## config.mk

```make
export PLATFORM = sky130hd
export DESIGN_NAME = csr_exec_pipe_flat
export DESIGN_NICKNAME = d
export VERILOG_FILES = /design/src/rtl/csr_pkg.sv /design/src/rtl/csr_exec_pipe_if.sv /design/src/rtl/csr_alu.sv /design/src/rtl/csr_exec_pipe.sv /design/src/flat_wrapper.sv
export SDC_FILE = /design/constraint.sdc
export NUM_CORES = 1
export LEC_CHECK = 0
export ABC_AREA = 0
export CAP_MARGIN = 5
export CORE_UTILIZATION = 48
export DETAILED_ROUTE_END_ITERATION = 8
export GPL_ROUTABILITY_DRIVEN = 0
export PLACE_DENSITY = 0.81
export SLEW_MARGIN = 20
export SYNTH_ARGS = -nofsm -noshare
export SYNTH_HDL_FRONTEND = slang
export SYNTH_SLANG_ARGS = --single-unit
```

## constraint.sdc

```tcl
create_clock -name clk -period 5 [get_ports clk]
set_input_delay 0.75 -clock clk [delete_from_list [all_inputs] [get_ports clk]]
set_output_delay 0.75 -clock clk [all_outputs]
set_load 0.01 [all_outputs]
```

## src/rtl/csr_pkg.sv

```systemverilog
// Shared types and constants for the CSR execute path.
// Zicsr funct3 encodings and the MEM/WB register bundles.
package csr_pkg;

  localparam int XLEN       = 32;
  localparam int CSR_ADDR_W = 12;
  localparam int CSR_IDX_W  = 5;
  localparam int GPR_IDX_W  = 5;

  localparam logic [2:0] CSRRW  = 3'b001;
  localparam logic [2:0] CSRRS  = 3'b010;
  localparam logic [2:0] CSRRC  = 3'b011;
  localparam logic [2:0] CSRRWI = 3'b101;
  localparam logic [2:0] CSRRSI = 3'b110;
  localparam logic [2:0] CSRRCI = 3'b111;

  typedef struct packed {
    logic                  wen;
    logic [CSR_ADDR_W-1:0] addr;
    logic [XLEN-1:0]       data;
    logic                  gpr_wen;
    logic [GPR_IDX_W-1:0]  rd;
    logic [XLEN-1:0]       old;
  } mem_t;

  typedef struct packed {
    logic                  wen;
    logic [CSR_ADDR_W-1:0] addr;
    logic [XLEN-1:0]       data;
  } wb_t;

  // The CSR file only decodes the low index bits.
  function automatic logic idx_match(
    input logic [CSR_ADDR_W-1:0] a,
    input logic [CSR_ADDR_W-1:0] b
  );
    return a[CSR_IDX_W-1:0] == b[CSR_IDX_W-1:0];
  endfunction

endpackage

```

## src/rtl/csr_exec_pipe_if.sv

```systemverilog
// EX-stage request, CSR file ports and GPR writeback bundle.
// slave is the execute path, master is the surrounding core.
interface csr_exec_pipe_if;
  import csr_pkg::*;

  logic                  bubble;
  logic                  flush;
  logic                  csr_valid_ex;
  logic [2:0]            funct3_ex;
  logic [CSR_ADDR_W-1:0] csr_addr_ex;
  logic [4:0]            rs1_idx_ex;
  logic [XLEN-1:0]       rs1_data_ex;
  logic [GPR_IDX_W-1:0]  rd_ex;
  logic [XLEN-1:0]       csr_rdata;

  logic                  csr_read_en;
  logic [CSR_ADDR_W-1:0] csr_read_addr;
  logic                  csr_write_en;
  logic [CSR_ADDR_W-1:0] csr_wb_addr;
  logic [XLEN-1:0]       csr_wb_data;
  logic                  gpr_wen_mem;
  logic [GPR_IDX_W-1:0]  gpr_rd_mem;
  logic [XLEN-1:0]       gpr_val_mem;

  modport slave (
    input  bubble, flush, csr_valid_ex,
    input  funct3_ex, csr_addr_ex,
    input  rs1_idx_ex, rs1_data_ex,
    input  rd_ex, csr_rdata,
    output csr_read_en, csr_read_addr,
    output csr_write_en, csr_wb_addr,
    output csr_wb_data,
    output gpr_wen_mem, gpr_rd_mem,
    output gpr_val_mem
  );

  modport master (
    output bubble, flush, csr_valid_ex,
    output funct3_ex, csr_addr_ex,
    output rs1_idx_ex, rs1_data_ex,
    output rd_ex, csr_rdata,
    input  csr_read_en, csr_read_addr,
    input  csr_write_en, csr_wb_addr,
    input  csr_wb_data,
    input  gpr_wen_mem, gpr_rd_mem,
    input  gpr_val_mem
  );

endinterface

```

## src/rtl/csr_alu.sv

```systemverilog
// Read-modify-write datapath for one Zicsr operation.
// Also decides whether the CSR is read and/or written.
module csr_alu
  import csr_pkg::*;
(
  input  logic            valid_i,
  input  logic [2:0]      op_i,
  input  logic [XLEN-1:0] old_i,
  input  logic [XLEN-1:0] src_i,
  input  logic            rd_zero_i,
  input  logic            rs1_zero_i,
  output logic [XLEN-1:0] new_o,
  output logic            wen_o,
  output logic            ren_o
);

  logic is_rw;
  logic is_rs;
  logic is_rc;

  // Low two bits pick the op; 00 is not a CSR op.
  assign is_rw = valid_i && op_i[1:0] == CSRRW[1:0];
  assign is_rs = valid_i && op_i[1:0] == CSRRS[1:0];
  assign is_rc = valid_i && op_i[1:0] == CSRRC[1:0];

  always_comb begin
    new_o = '0;
    wen_o = 1'b0;
    ren_o = 1'b0;
    unique case (1'b1)
      is_rw: begin
        new_o = src_i;
        wen_o = 1'b1;
        ren_o = !rd_zero_i;
      end
      is_rs: begin
        new_o = old_i | src_i;
        wen_o = !rs1_zero_i;
        ren_o = 1'b1;
      end
      is_rc: begin
        new_o = old_i & ~src_i;
        wen_o = !rs1_zero_i;
        ren_o = 1'b1;
      end
      default: ;
    endcase
  end

endmodule

```

## src/rtl/csr_exec_pipe.sv

```systemverilog
// CSR execute path: forwarding, RMW in EX, MEM/WB registers.
// The CSR write is issued from WB; the old value leaves from MEM.
module csr_exec_pipe
  import csr_pkg::*;
(
  input  logic            clk,
  input  logic            rst,
  csr_exec_pipe_if.slave  bus
);

  mem_t            mem_q, mem_d;
  wb_t             wb_q, wb_d;
  logic [XLEN-1:0] src;
  logic [XLEN-1:0] old;
  logic [XLEN-1:0] new_val;
  logic            alu_wen;
  logic            alu_ren;
  logic            mem_hit;
  logic            wb_hit;

  assign src = bus.funct3_ex[2]
             ? {27'b0, bus.rs1_idx_ex}
             : bus.rs1_data_ex;

  assign mem_hit = mem_q.wen &&
    idx_match(mem_q.addr, bus.csr_addr_ex);
  assign wb_hit = wb_q.wen &&
    idx_match(wb_q.addr, bus.csr_addr_ex);

  // Youngest in-flight write wins.
  always_comb begin
    old = bus.csr_rdata;
    if (mem_hit)
      old = mem_q.data;
    else if (wb_hit)
      old = wb_q.data;
  end

  csr_alu u_alu (
    .valid_i    (bus.csr_valid_ex),
    .op_i       (bus.funct3_ex),
    .old_i      (old),
    .src_i      (src),
    .rd_zero_i  (bus.rd_ex == '0),
    .rs1_zero_i (bus.rs1_idx_ex == '0),
    .new_o      (new_val),
    .wen_o      (alu_wen),
    .ren_o      (alu_ren)
  );

  assign bus.csr_read_en   = alu_ren;
  assign bus.csr_read_addr = bus.csr_addr_ex;

  always_comb begin
    mem_d = '0;
    if (alu_ren || alu_wen) begin
      mem_d.wen     = alu_wen;
      mem_d.addr    = bus.csr_addr_ex;
      mem_d.data    = new_val;
      mem_d.gpr_wen = alu_ren;
      mem_d.rd      = bus.rd_ex;
      mem_d.old     = old;
    end
    if (bus.flush)
      mem_d = '0;
  end

  always_comb begin
    wb_d      = '0;
    wb_d.wen  = mem_q.wen;
    wb_d.addr = mem_q.addr;
    wb_d.data = mem_q.data;
  end

  always_ff @(posedge clk or posedge rst) begin
    if (rst) begin
      mem_q <= '0;
      wb_q  <= '0;
    end else if (!bus.bubble) begin
      mem_q <= mem_d;
      wb_q  <= wb_d;
    end
  end

  assign bus.csr_write_en = wb_q.wen;
  assign bus.csr_wb_addr  = wb_q.addr;
  assign bus.csr_wb_data  = wb_q.data;
  assign bus.gpr_wen_mem  = mem_q.gpr_wen;
  assign bus.gpr_rd_mem   = mem_q.rd;
  assign bus.gpr_val_mem  = mem_q.old;

endmodule

```

## src/flat_wrapper.sv

```systemverilog
// flat-port wrapper written by rule: the top's interface ports become plain ports
module csr_exec_pipe_flat import csr_pkg::*;
  (clk, rst, bus_bubble, bus_flush, bus_csr_valid_ex, bus_funct3_ex, bus_csr_addr_ex, bus_rs1_idx_ex, bus_rs1_data_ex, bus_rd_ex, bus_csr_rdata, bus_csr_read_en, bus_csr_read_addr, bus_csr_write_en, bus_csr_wb_addr, bus_csr_wb_data, bus_gpr_wen_mem, bus_gpr_rd_mem, bus_gpr_val_mem);
  csr_exec_pipe_if bus_i ();
  input  logic clk;
  input  logic rst;
  input wire logic [$bits(bus_i.bubble)-1:0] bus_bubble;
  input wire logic [$bits(bus_i.flush)-1:0] bus_flush;
  input wire logic [$bits(bus_i.csr_valid_ex)-1:0] bus_csr_valid_ex;
  input wire logic [$bits(bus_i.funct3_ex)-1:0] bus_funct3_ex;
  input wire logic [$bits(bus_i.csr_addr_ex)-1:0] bus_csr_addr_ex;
  input wire logic [$bits(bus_i.rs1_idx_ex)-1:0] bus_rs1_idx_ex;
  input wire logic [$bits(bus_i.rs1_data_ex)-1:0] bus_rs1_data_ex;
  input wire logic [$bits(bus_i.rd_ex)-1:0] bus_rd_ex;
  input wire logic [$bits(bus_i.csr_rdata)-1:0] bus_csr_rdata;
  output wire logic [$bits(bus_i.csr_read_en)-1:0] bus_csr_read_en;
  output wire logic [$bits(bus_i.csr_read_addr)-1:0] bus_csr_read_addr;
  output wire logic [$bits(bus_i.csr_write_en)-1:0] bus_csr_write_en;
  output wire logic [$bits(bus_i.csr_wb_addr)-1:0] bus_csr_wb_addr;
  output wire logic [$bits(bus_i.csr_wb_data)-1:0] bus_csr_wb_data;
  output wire logic [$bits(bus_i.gpr_wen_mem)-1:0] bus_gpr_wen_mem;
  output wire logic [$bits(bus_i.gpr_rd_mem)-1:0] bus_gpr_rd_mem;
  output wire logic [$bits(bus_i.gpr_val_mem)-1:0] bus_gpr_val_mem;
  assign bus_i.bubble = bus_bubble;
  assign bus_i.flush = bus_flush;
  assign bus_i.csr_valid_ex = bus_csr_valid_ex;
  assign bus_i.funct3_ex = bus_funct3_ex;
  assign bus_i.csr_addr_ex = bus_csr_addr_ex;
  assign bus_i.rs1_idx_ex = bus_rs1_idx_ex;
  assign bus_i.rs1_data_ex = bus_rs1_data_ex;
  assign bus_i.rd_ex = bus_rd_ex;
  assign bus_i.csr_rdata = bus_csr_rdata;
  assign bus_csr_read_en = bus_i.csr_read_en;
  assign bus_csr_read_addr = bus_i.csr_read_addr;
  assign bus_csr_write_en = bus_i.csr_write_en;
  assign bus_csr_wb_addr = bus_i.csr_wb_addr;
  assign bus_csr_wb_data = bus_i.csr_wb_data;
  assign bus_gpr_wen_mem = bus_i.gpr_wen_mem;
  assign bus_gpr_rd_mem = bus_i.gpr_rd_mem;
  assign bus_gpr_val_mem = bus_i.gpr_val_mem;
  csr_exec_pipe u_core (.clk(clk), .rst(rst), .bus(bus_i));
endmodule
```

==> results.ini <==
[logic_synthesis]
async_flop_share_pct = 100
synth-compound-area-share_pct = 22.5
synth-xor-area-share_pct = 1.46
synthMuxAreaShare_pct = 8.53
ys_ff_latch = 128
synth-edff-count = 0
synthFlopType = dfrtp_1
syn_nets = 705
avgSynthCellArea_sq_um = 10.8
syn_inst = 611
synth_seq_area_share_pct = 48.6
synth_top_family_by_area = compound AO/OA/AOI/OAI gates
synthSimpleGateAreaFrac_pct = 9.57
synth.distinct_cells = 42
syn_area_sq_um = 6590
yosys_warnings = 0
synthAdderAreaFrac_pct = 0

[power]
p_switching_w = 0.000716
p_int_w = 0.00225
pwr-share-seq_pct = 38.7
p_leak_nw = 3.85
powerDensity_nw_per_um2 = 334
clockPowerShare_pct = 46.5
ir_worst_vdd_mv = 0.224
p_sw_share_pct = 24.2
power_w = 0.00296
p_comb_share_pct = 14.8

[floorplanning]
rows = 42
start_util_pct = 49.6
top_level_ports = 190
chipHeight_microns = 119
design.core.area_sq_um = 13300
fp.dieW_microns = 119
dieArea_sq_um = 14200

[cts]
htree_num_levels = 4
cts.sinks = 128
clockBufferDepth = 2
cts_resized = 0
postCtsHoldBufs = 0
ctsRootBufferMaster = clkbuf_16
post_cts_buffers = 0
cts_tree = yes
clkTransAtPathRegs_ns = 0.06
clk_latency_ns = 0.42
numCtsBuffers = 17

[final_layout]
antenna_cells = 0
stdcell_count = 915
final_nets = 820
final_layout_size_suffix_gt1_share_pct = 15.2
fillers = 954
syn2layout_area_growth_pct = 34.6
final_area_sq_um = 8870
final_common_cell = clkdlybuf4s50_1
final_cell_mix = clkdlybuf4s50_1, dfrtp_1, o21ai_0, a22o_1, mux2_2

[placement]
port_buffers = 189
dp_cells = 882
place_area_sq_um = 8190
hpwl_mm = 12.5

[grt]
overflow = 0
grt_pass1_vias = 6038
grt_use_met1_pct = 38.0
grt_pass1_wl_mm = 31.9
track_usage_pct = 29.3
grt_max_degree = 99
antenna_found_initial = 0
grt.busiest_layer = met2
met2_usage_pct = 45.9
use_met3_pct = 7.38

[routing]
post_drt_wl_per_cell_microns = 22.0
drt_iter0_drc = 555
drt_pass1_iterations = 5
drc = 0
num_vias = 5744
totalWireLength_mm = 20.1
ant_nets = 0
via_per_inst = 6.28

[outcome]
status = complete, no violations

[sta]
drv_slew = 0
slew_headroom_pct = 36.2
grt_setup_unrepaired = false
fin_setup_tns_ns = 0
finalCritPeriodShare_pct = 68.5
tightest_slew_ns = 0.956
setup_viol = 0
whs_ns = 0.496
hold_viol = 0
fin_worst_skew_ns = 0.0103
min_period_ns = 3.43
fmax_mhz = 292

[setup_path]
startpoint_type = primary input
worstPathArrival_ns = 2.68
crit_buf_inv = 2
cp_cell_sequence = clkdlybuf4s50_1, nor2_4, and3b_1, clkdlybuf4s50_1
worstPathRequired_ns = 4.25
critPathSlowestCell = nor2_4
crit_top_cell = clkdlybuf4s50_1
cp_max_fo = 17
cpPeakStageDelay_ns = 0.60
cpLargestDelayFamily = buffers and inverters
crit_type = primary input to output port
end_kind = output port

[min_path]
hold_class = flip-flop to flip-flop

[job]
maxCapViolCount = 0

[final cells by class]
cell class	count	area (sq um)	share of cell area [%]
Multi-Input combinational cell	377	2790	31.5
Inverter	2	12.5	0.141
Clock inverter	10	181	2.05
Clock buffer	22	474	5.35
Sequential cell	128	3200	36.1
Timing Repair Buffer	200	1990	22.4
Tap cell	176	220	2.48
[Yosys cell counts (all sizes together) (2+ instances only)]
cell type	number	share of area (%)
a22oi	15	1.7
a211o	16	2.1
a21oi	15	1.1
nand2	21	1.2
nand3	33	2.5
dfrtp	128	49
mux2	49	8.4
a31oi	15	1.4
nand4	2	0.19
and3	17	1.6
inv	2	0.11
buf	68	7.1
o21ai	51	3.9
nor3	32	2.6
a22o	49	6.5
a21o	15	1.7
nor2	6	0.46
o41ai	15	3.4
clkbuf	36	2.1
xnor2	11	1.5
[cells by family (layout without fill, tap and decap cells)]
logic type | count (synthesis) | in the layout
AO/OA/AOI/OAI | 196 | 196
flip-flops | 128 | 128
AND/OR/NAND/NOR | 120 | 120
buffers and inverters | 106 | 234
multiplexers | 50 | 50
XOR/XNOR | 11 | 11
[power by group through the flow]
stage               Clock [W]  Sequential [W]  Combinational [W]
global placement            0         0.00116           0.000421
CTS                   0.00139         0.00115           0.000435
global route          0.00143         0.00115           0.000466
finish                0.00138         0.00115           0.000438
floorplan                   0         0.00116           0.000218
detailed placement          0         0.00116           0.000432
[state kept, by name (all words and copies together), names as in the netlist]
| name | count |
|---|---|
| u_core.bus.gpr_rd_mem | 5 |
| u_core.mem_q | 45 |
| u_core.bus.csr_wb_data | 32 |
| u_core.bus.csr_wb_addr | 12 |
| u_core.bus.gpr_wen_mem | 1 |
| u_core.bus.gpr_val_mem | 32 |
| u_core.bus.csr_write_en | 1 |
[per-layer routing]
metal	share of wire, %	up-vias
li1	-	2473
met4	2.5	0
met5	0	-
met1	41	2835
met2	47	390
met3	9.5	46
[path summary, 6_finish.rpt]
kind                                            start                         end  slack [ns]  cells after the start
setup / recovery                     bus_funct3_ex[0]             bus_csr_read_en        1.57                      4
hold reg to reg            u_core.bus.gpr_val_mem[24]  u_core.bus.gpr_val_mem[24]        0.50                      2
hold / removal             u_core.bus.gpr_val_mem[24]  u_core.bus.gpr_val_mem[24]        0.50                      2
min in group asynchronous                         rst   u_core.bus.csr_wb_addr[3]        0.92                      2
max in group asynchronous                         rst  u_core.bus.csr_wb_data[16]        3.12                      3
setup reg to reg            u_core.bus.csr_wb_addr[3]            u_core.mem_q[38]        2.42                      6
[tightest hold or removal path, stage by stage, from the launching register on]
cell     delay, ns
dfrtp_1       0.35
nand2_1       0.07
o41ai_2       0.05
[stage by stage]
stage	worst slack [ns]	util [%]
after floorplan	0.837	-
after global placement	1.26	61.5
after detailed placement	1.25	61.6
after CTS	1.26	66.5
after global routing	1.49	66.7
final	1.57	66.7
Note: power is estimated with default switching activity, not from simulation.
==> RTL change (config.mk and constraints unchanged) <==
Change the package constant `GPR_IDX_W` from 5 to 4.
--- a/src/rtl/csr_pkg.sv
+++ b/src/rtl/csr_pkg.sv
@@ -5,7 +5,7 @@
   localparam int XLEN       = 32;
   localparam int CSR_ADDR_W = 12;
   localparam int CSR_IDX_W  = 5;
-  localparam int GPR_IDX_W  = 5;
+  localparam int GPR_IDX_W  = 4;
 
   localparam logic [2:0] CSRRW  = 3'b001;
   localparam logic [2:0] CSRRS  = 3'b010;
Interface: changed (resized bus_gpr_rd_mem and bus_rd_ex); port bits go from 190 to 188. The function was not compared with the original's and may differ.
==> RTL change against the original RTL <==
- synthesized area is 1.8% lower
- wire length is 7.0% lower
- register-to-register slack better by 220 ps
- total power is 7.9% lower
- non-clock buffer count is 3 lower
- final cell count is 4.5% higher
- largest cell class unchanged
- global-route usage is 1.5 points lower
- cell area is 2.9% lower
- setup slack better by 310 ps
- sequential cell count is 1 lower
==> RTL change: results (changes against the original RTL) <==
run_status:
  status: "finished, final reports clean"
synthesis:
  synth_cell_type_count: 37  # -12%
  synth_area_leaders: "dfrtp_1 49%, mux2_2 8.5%, o21ai_0 7.5%"
  synthesis.nets: 744  # +5.5%
  synth-seq-area-share_pct: 49.10  # +0.49 points
  yosys.area.top_type_share_pct: 49.10  # +0.49 points
  avgSynthCellArea_sq_um: 9.942  # -7.8%
power_and_ir_drop:
  power.density_mw_per_mm2: 316.9  # -5.2%
  clkPwrFrac_pct: 43.3  # -3.2 points
  vdd_ir_drop_max_v: 0.0001793  # -20%
  comb-power_uw: 408  # -6.8%
  p_int_uw: 2052  # -8.7%
global_route:
  met1_usage_pct: 33.48  # -4.5 points
  grt_first_pass_wirelength_mm: 30.20  # -5.5%
  grt_max_degree: 96  # -3.0%
  grtUsageTotal_pct: 27.77  # -1.5 points
  met2_usage_pct: 46.58  # +0.69 points
  grt_pass1_vias: 6006  # -0.53%
  use_met3_pct: 6.880  # -0.50 points
  antenna_found_initial: 1  # +1
sta:
  skew_ps: 10.18  # -0.07620 ps
  slew_headroom_pct: 24.72  # -12 points
routing:
  wl_met1_mm: 7.602  # -7.9%
  wl_met3_mm: 1.360  # -29%
  wl_per_cell_um: 19.55  # -11%
  dr_wl_met2_mm: 9.413  # -0.33%
floorplan:
  core-area_sq_mm: 0.01319  # -0.79%
clock_network:
  clock_sinks: 127  # -0.78%
placement:
  post-place-ws_ps: 1774  # +520.4 ps
  io_buffers: 187  # -1.1%
  dp.cells: 923  # +4.6%
  dp_hpwl_mm: 11.98  # -4.1%
layout:
  diodes: 1  # +1
  fin_util_pct: 65.29  # -1.4 points
  fin_nets: 859  # +4.8%
  regArea_sq_mm: 0.003178  # -0.78%
  buffers: 197  # -1.5%
  n_clock_buffer: 26  # +18%
  buffer_area_share_pct: 22.81  # +0.41 points
critical_path:
  crit_fanout: 7  # -10
  max_stage_delay_ps: 670  # +70 ps
  cp.arrival_ps: 2370  # -310 ps
## RTL change: path summary, 6_finish.rpt
| check | start | end | slack (ps) | cells past startpoint |
|---|---|---|---|---|
| hold reg to reg | u_core.bus.gpr_val_mem[12] | u_core.bus.gpr_val_mem[12] | 490 | 2 |
| min in group asynchronous | rst | u_core.mem_q[67] | 900 | 2 |
| hold / removal | u_core.bus.gpr_val_mem[12] | u_core.bus.gpr_val_mem[12] | 490 | 2 |
| setup / recovery | bus_funct3_ex[0] | bus_csr_read_en | 1880 | 4 |
| setup reg to reg | u_core.bus.csr_wb_addr[0] | u_core.mem_q[60] | 2640 | 6 |
| max in group asynchronous | rst | u_core.mem_q[49] | 2990 | 3 |
## RTL change: logic make-up after synthesis
family          synth area share, %
compound gates                21.25
flops                         49.10
simple gates                  9.762
buf+inv                       9.724
mux                           8.680
xor+xnor                      1.488
## RTL change: critical path, delay by kind of cell
kind | cells | cell delay [ps]
buffers and inverters | 2 | 1210
AND/OR/NAND/NOR | 2 | 400
